`config.mk`:
```
export PLATFORM = sky130hd
export DESIGN_NAME = alu_muldiv
export DESIGN_NICKNAME = d
export VERILOG_FILES = /design/src/rtl/alu_pkg.sv /design/src/rtl/md_iter.sv /design/src/rtl/alu_muldiv.sv
export SDC_FILE = /design/constraint.sdc
export NUM_CORES = 1
export LEC_CHECK = 0
export CAP_MARGIN = 40
export CORE_ASPECT_RATIO = 1.2
export CORE_MARGIN = 2
export CORE_UTILIZATION = 61
export CTS_CLUSTER_DIAMETER = 120
export DETAILED_ROUTE_END_ITERATION = 8
export PLACE_DENSITY = 0.83
export SYNTH_ARGS = -nofsm -noshare
export SYNTH_HDL_FRONTEND = slang
export SYNTH_SLANG_ARGS = --single-unit
```
`constraint.sdc`:
```
create_clock -name clk -period 4 [get_ports clk]
set_input_delay 0.8 -clock clk [delete_from_list [all_inputs] [get_ports clk]]
set_output_delay 0.8 -clock clk [all_outputs]
set_load 0.05 [all_outputs]
```
`src/rtl/alu_pkg.sv`:
```
// alu_pkg: shared opcode and mul/div state encodings for alu_muldiv
package alu_pkg;

    typedef enum logic [3:0] {
        OP_AND   = 4'b0000,
        OP_OR    = 4'b0001,
        OP_ADD   = 4'b0010,
        OP_SLL   = 4'b0011,
        OP_SRL   = 4'b0100,
        OP_SRA   = 4'b0101,
        OP_SUB   = 4'b0110,
        OP_SLT   = 4'b0111,
        OP_SLTU  = 4'b1000,
        OP_MULT  = 4'b1010,
        OP_MULTU = 4'b1011,
        OP_DIV   = 4'b1100,
        OP_DIVU  = 4'b1101
    } alu_op_e;

    typedef enum logic [1:0] {IDLE, MUL, DIV, FIX} md_state_e;

    // 1010..1101 are the only multi-cycle codes
    function automatic logic is_md(input logic [3:0] op);
        return op[3] & (op[2] ^ op[1]);
    endfunction

endpackage

```
`src/rtl/md_iter.sv`:
```
// md_iter: shift-add multiplier / restoring divider datapath, one bit per step
// Ports: load captures operand magnitudes and sign flags; step advances one bit;
//        done flags the final step; hi/lo present the sign-corrected result.
module md_iter
    import alu_pkg::*;
#(
    parameter int WIDTH = 32
) (
    input  logic             clk,
    input  logic             resetn,
    input  logic             load,
    input  logic             step,
    input  logic             div_op,
    input  logic             sgn,
    input  logic [WIDTH-1:0] a,
    input  logic [WIDTH-1:0] b,
    output logic             done,
    output logic [WIDTH-1:0] hi,
    output logic [WIDTH-1:0] lo
);

    localparam int CW = $clog2(WIDTH);

    // p holds {upper, lower}: product accumulator/multiplier, or remainder/quotient
    logic [2*WIDTH-1:0] p, prod;
    logic [WIDTH-1:0]   m, a_mag, b_mag, div_r;
    logic [WIDTH:0]     mul_sum, div_t;
    logic [CW-1:0]      cnt;
    logic               is_div, neg_q, neg_r, div_ge;

    assign a_mag   = (sgn && a[WIDTH-1]) ? -a : a;
    assign b_mag   = (sgn && b[WIDTH-1]) ? -b : b;
    assign mul_sum = {1'b0, p[2*WIDTH-1:WIDTH]} + (p[0] ? {1'b0, m} : '0);
    assign div_t   = {p[2*WIDTH-1:WIDTH], p[WIDTH-1]};
    assign div_ge  = div_t >= {1'b0, m};
    assign div_r   = div_ge ? div_t[WIDTH-1:0] - m : div_t[WIDTH-1:0];
    assign done    = cnt == '0;
    assign prod    = neg_q ? -p : p;
    assign hi      = is_div ? (neg_r ? -p[2*WIDTH-1:WIDTH] : p[2*WIDTH-1:WIDTH]) : prod[2*WIDTH-1:WIDTH];
    assign lo      = is_div ? (neg_q ? -p[WIDTH-1:0] : p[WIDTH-1:0]) : prod[WIDTH-1:0];

    always_ff @(posedge clk or negedge resetn) begin
        if (!resetn) begin
            p      <= '0;
            m      <= '0;
            cnt    <= '0;
            is_div <= 1'b0;
            neg_q  <= 1'b0;
            neg_r  <= 1'b0;
        end else if (load) begin
            p      <= {{WIDTH{1'b0}}, a_mag};
            m      <= b_mag;
            cnt    <= CW'(WIDTH - 1);
            is_div <= div_op;
            // divide by zero keeps the raw all-ones quotient; remainder still follows the dividend
            neg_q  <= sgn & (a[WIDTH-1] ^ b[WIDTH-1]) & ~(div_op & (b == '0));
            neg_r  <= div_op & sgn & a[WIDTH-1];
        end else if (step) begin
            p   <= is_div ? {div_r, p[WIDTH-2:0], div_ge} : {mul_sum, p[WIDTH-1:1]};
            cnt <= cnt - 1'b1;
        end
    end

endmodule

```
`src/rtl/alu_muldiv.sv`:
```
// alu_muldiv: registered single-cycle ALU plus iterative mul/div unit writing HI/LO
// Ports: op_valid/op_ready request handshake (ready only in IDLE); alucontrol/srca/srcb
//        operation; res_valid one-cycle result pulse with aluout, hi, lo; busy = !op_ready.
module alu_muldiv
    import alu_pkg::*;
#(
    parameter int WIDTH   = 32,
    parameter int SHAMT_W = $clog2(WIDTH)
) (
    input  logic             clk,
    input  logic             resetn,
    input  logic             op_valid,
    output logic             op_ready,
    input  logic [3:0]       alucontrol,
    input  logic [WIDTH-1:0] srca,
    input  logic [WIDTH-1:0] srcb,
    output logic             res_valid,
    output logic [WIDTH-1:0] aluout,
    output logic [WIDTH-1:0] hi,
    output logic [WIDTH-1:0] lo,
    output logic             busy
);

    md_state_e          state, state_n;
    alu_op_e            op;
    logic [WIDTH-1:0]   alu_res, md_hi, md_lo;
    logic [SHAMT_W-1:0] shamt;
    logic               accept, md, load, step, done;

    assign op       = alu_op_e'(alucontrol);
    assign md       = is_md(alucontrol);
    assign op_ready = state == IDLE;
    assign busy     = ~op_ready;
    assign accept   = op_valid & op_ready;
    assign shamt    = srca[SHAMT_W-1:0];
    assign load     = accept & md;
    assign step     = state == MUL || state == DIV;

    always_comb begin
        alu_res = '0;
        case (op)
            OP_AND:  alu_res = srca & srcb;
            OP_OR:   alu_res = srca | srcb;
            OP_ADD:  alu_res = srca + srcb;
            OP_SUB:  alu_res = srca - srcb;
            OP_SLT:  alu_res = {{(WIDTH-1){1'b0}}, $signed(srca) < $signed(srcb)};
            OP_SLTU: alu_res = {{(WIDTH-1){1'b0}}, srca < srcb};
            OP_SLL:  alu_res = srcb << shamt;
            OP_SRL:  alu_res = srcb >> shamt;
            OP_SRA:  alu_res = WIDTH'($signed(srcb) >>> shamt);
            default: alu_res = '0;
        endcase
    end

    always_comb begin
        state_n = state;
        case (state)
            IDLE:     state_n = load ? (alucontrol[2] ? DIV : MUL) : IDLE;
            MUL, DIV: state_n = done ? FIX : state;
            default:  state_n = IDLE;
        endcase
    end

    md_iter #(.WIDTH(WIDTH)) u_md (
        .clk    (clk),
        .resetn (resetn),
        .load   (load),
        .step   (step),
        .div_op (alucontrol[2]),
        .sgn    (~alucontrol[0]),
        .a      (srca),
        .b      (srcb),
        .done   (done),
        .hi     (md_hi),
        .lo     (md_lo)
    );

    always_ff @(posedge clk or negedge resetn) begin
        if (!resetn) begin
            state     <= IDLE;
            res_valid <= 1'b0;
            aluout    <= '0;
            hi        <= '0;
            lo        <= '0;
        end else begin
            state     <= state_n;
            res_valid <= (accept & ~md) | (state == FIX);
            if (accept & ~md)
                aluout <= alu_res;
            else if (state == FIX)
                {aluout, hi, lo} <= {md_lo, md_hi, md_lo};
        end
    end

endmodule

```
==> results.py <==
metrics = {
    "run_status": {
        "outcome": "complete, no violations",
    },
    "clock_network": {
        "htree_levels": 1,
        "clkSlewWorstSetupHoldPaths_ns": 0.07,
        "clock-sinks": 203,
        "cts_tree": "done",
        "clk_path_buf_depth": 3,
        "cts_buffers": 22,
        "cts-root-buf": "clkbuf_16",
        "clk_latency_ns": 0.55,
    },
    "global_route": {
        "grt_overflow": 0,
        "grt_max_degree": 111,
        "grt_pass1_vias": 25853,
        "grt_pass1_wl_mm": 153,
        "grt.total_usage_pct": 50.5,
        "antenna_found_initial": 5,
    },
    "synthesis": {
        "postSynth.asyncResetShare_pct": 100,
        "ys.flop_type": "dfrtp_1",
        "synthCells": 3056,
        "yosys-top-cells-area": "dfrtp_1, ha_1, o21ai_0, a21oi_1, nor2_1",
        "synth_cell_types": 84,
        "synth_largest_area_cell": "dfrtp_1",
        "yosysSeqAreaShare_pct": 22.2,
        "yosys_warnings": 0,
        "avgSynthCellArea_um2": 7.50,
        "ys_ff_latch": 203,
        "synth.most_common_cell": "nor2_1",
        "netlist.area_leader.share_pct": 22.2,
        "synth_edf_count": 0,
        "syn_area_um2": 22900,
        "synth_fp_nets": 3302,
        "synth_common_cells": "nor2_1, nand2_1, o21ai_0",
    },
    "pwr": {
        "ir_worst_vdd_v": 0.000534,
        "p_leak_nw": 12.2,
        "power_density_nw_per_um2": 804,
    },
    "worst_setup_path": {
        "crit_fanout": 7,
        "path_class": "in2reg",
        "cp-endpoint": "aluout[25]",
        "crit_slowest_cell": "clkdlybuf4s50_1",
        "path_buf_inv": 4,
        "critPathMaxStageDelay_ns": 0.60,
        "startpoint": "srca[10]",
        "worst-path-stages": 13,
        "endpoint_kind": "register",
        "cp.required_ns": 4.44,
        "path_cells": "clkdlybuf4s50_1, inv_1, ha_1, buf_4, nor4_1, a21oi_2, nor2_1, o21ai_1, buf_4, a21boi_0, a41oi_1, or3_1, a31o_2",
        "reg2reg_slack_ns": 0.20,
        "cp-start-kind": "primary input",
        "rr_endpoint": "u_md.p[62]",
        "arrival_ns": 4.38,
        "r2r_start": "u_md.p[0]",
        "r2r.worst_path.cells": 13,
        "path_common_cell": "buf_4",
        "cpLargestDelayFamily": "compound AO/OA/AOI/OAI gates",
    },
    "die": {
        "pin_count": 170,
        "die_x_um": 181,
        "die_h_um": 216,
        "initial_core_util_pct": 62.1,
        "rows": 77,
        "core-area_um2": 36900,
        "die-area_um2": 39100,
    },
    "layout": {
        "nFillCells": 2804,
        "seqCellArea_um2": 5080,
        "drive_gt1_share_pct": 14.4,
        "multi_input_area_um2": 16500,
        "area.growth.synth_to_final_pct": 22.2,
        "post-route-util_pct": 75.8,
        "instances_no_fill": 3880,
        "nNetsFinal": 3635,
        "finalInstanceArea_um2": 28000,
    },
    "sta": {
        "layout_setup_ws_ns": 0.0579,
        "rsz0062_at_grt": "no",
        "min_period_over_period_pct": 98.6,
        "worst_pin_slew_ns": 0.895,
        "fmax_mhz": 254,
        "worst_clock_skew_ns": 0.0386,
        "finalCriticalPeriod_ns": 3.94,
        "drv_slew": 0,
        "setup_violations": 0,
        "relSlewSlack_pct": 40.2,
        "fin_setup_tns_ns": 0,
        "hold_viol": 0,
    },
    "worst_hold_path": {
        "min_path_type": "in2async",
    },
    "drt": {
        "vias_per_cell": 6.94,
        "drt-pass1-iter-count": 7,
        "drcViolationCount": 0,
        "antenna_left": 0,
        "wire_per_inst_um": 26.2,
        "num_vias": 26934,
        "finalWirelength_mm": 102,
        "drt-initial-drc-count": 3946,
    },
    "placement": {
        "gp_congestion": 1.18,
        "place_area_um2": 27100,
        "place_ws_ns": -0.549,
        "dp_hpwl_mm": 79.1,
        "port_buffers": 169,
        "dp_cells": 3838,
    },
    "job": {
        "maxCapViolations": 0,
    },
}
[logic make-up after synthesis]
family / after synthesis / synth area share [%]
simple gates: 889 / 17.6
compound gates: 1072 / 29.8
xor+xnor: 196 / 7.49
buf+inv: 374 / 6.26
flops: 203 / 22.2
mux: 147 / 7.01
fa+ha+maj: 175 / 9.69
[stage by stage]
stage | hold slack, ns | power [W]
floorplan | 0.450 | 0.0145
global placement | 0.462 | 0.0190
detailed placement | 0.467 | 0.0196
CTS | 0.0805 | 0.0219
global route | 0.0881 | 0.0237
finish | 0.0855 | 0.0225
[placed cells by master, fill, tap and decap left out, types with 10 or more instances in the layout]
| cell type | Yosys | layout |
|---|---|---|
| xor2_1 | 68 | 68 |
| clkdlybuf4s50_1 | 0 | 162 |
| nand4_1 | 28 | 28 |
| mux2_2 | 28 | 28 |
| mux2i_1 | 111 | 111 |
| a221oi_1 | 23 | 22 |
| nand2b_1 | 26 | 26 |
| nor2b_1 | 12 | 12 |
| o21bai_1 | 26 | 26 |
| o211ai_1 | 94 | 94 |
| inv_1 | 159 | 158 |
| nor3_1 | 48 | 48 |
| or3_1 | 21 | 21 |
| or4_1 | 10 | 10 |
| buf_4 | 2 | 342 |
| a21o_1 | 40 | 40 |
| a31o_2 | 10 | 10 |
| o41ai_1 | 15 | 14 |
| o221ai_1 | 14 | 14 |
| o22ai_1 | 13 | 13 |
| nor4_1 | 28 | 27 |
| and3_1 | 28 | 28 |
| clkbuf_16 | 0 | 22 |
| xnor2_1 | 128 | 128 |
| nor2_1 | 308 | 308 |
| ha_1 | 171 | 168 |
| a22oi_1 | 14 | 14 |
| nand3_1 | 45 | 45 |
| and2_1 | 14 | 14 |
| dfrtp_1 | 203 | 201 |
| a31oi_1 | 37 | 35 |
| o21ai_0 | 283 | 279 |
| nand2_1 | 290 | 290 |
| o31ai_1 | 31 | 29 |
| a21oi_1 | 274 | 272 |
| o21a_1 | 53 | 53 |
| or2_2 | 11 | 11 |
| a211oi_1 | 48 | 46 |
[registers in the layout (all words and copies together) (netlist names)]
name	count
aluout	32
hi	32
lo	32
res_valid	1
state	2
u_md.cnt	5
u_md.is_div	1
u_md.m	32
u_md.neg_q	1
u_md.neg_r	1
u_md.p	64
[repair_timing]
| action | in CTS | in global routing |
|---|---|---|
| gates resized for setup | 1 | 16 |
| hold buffers | 0 | 0 |
| endpoints found under the setup margin | 2 | 13 |
| setup buffers | 0 | 0 |
[layer usage]
metal / part of all wire (%) / vias to the layer above / global-route usage, %
met2: 43 / 2111 / 78.9
met3: 12 / 621 / 12.1
met5: 0.041 / - / 0
met1: 34 / 12456 / 58.8
met4: 11 / 6 / 42.1
li1: - / 11740 / -
[worst min path at each step]
stage	start	to	slack, ns	cells past startpoint
5_1_grt	resetn	u_md.p[37]	0.09	1
4_1_cts	resetn	u_md.p[37]	0.08	1
3_5_place_dp	lo[20]	lo[20]	0.47	1
2_1_floorplan	u_md.m[10]	u_md.m[10]	0.45	2
3_3_place_gp	u_md.m[13]	u_md.m[13]	0.46	2
6_report	resetn	u_md.p[37]	0.09	1
[report_power, final]
group	leakage [nW]	switching, W	internal [W]
Combinational	9.44	0.0100	0.00606
Sequential	2.37	0.00112	0.00309
Clock	0.379	0.000929	0.00127
[layout make-up]
class,count,share of cell area [%]
multi-input combinational,2479,59.0
sequential,203,18.2
timing repair buffer,520,15.8
inverter,163,2.19
tap,474,2.12
clock buffer,25,2.11
clock inverter,15,0.662
antenna,1,0.00894
Note: power is estimated with default switching activity, not from simulation.
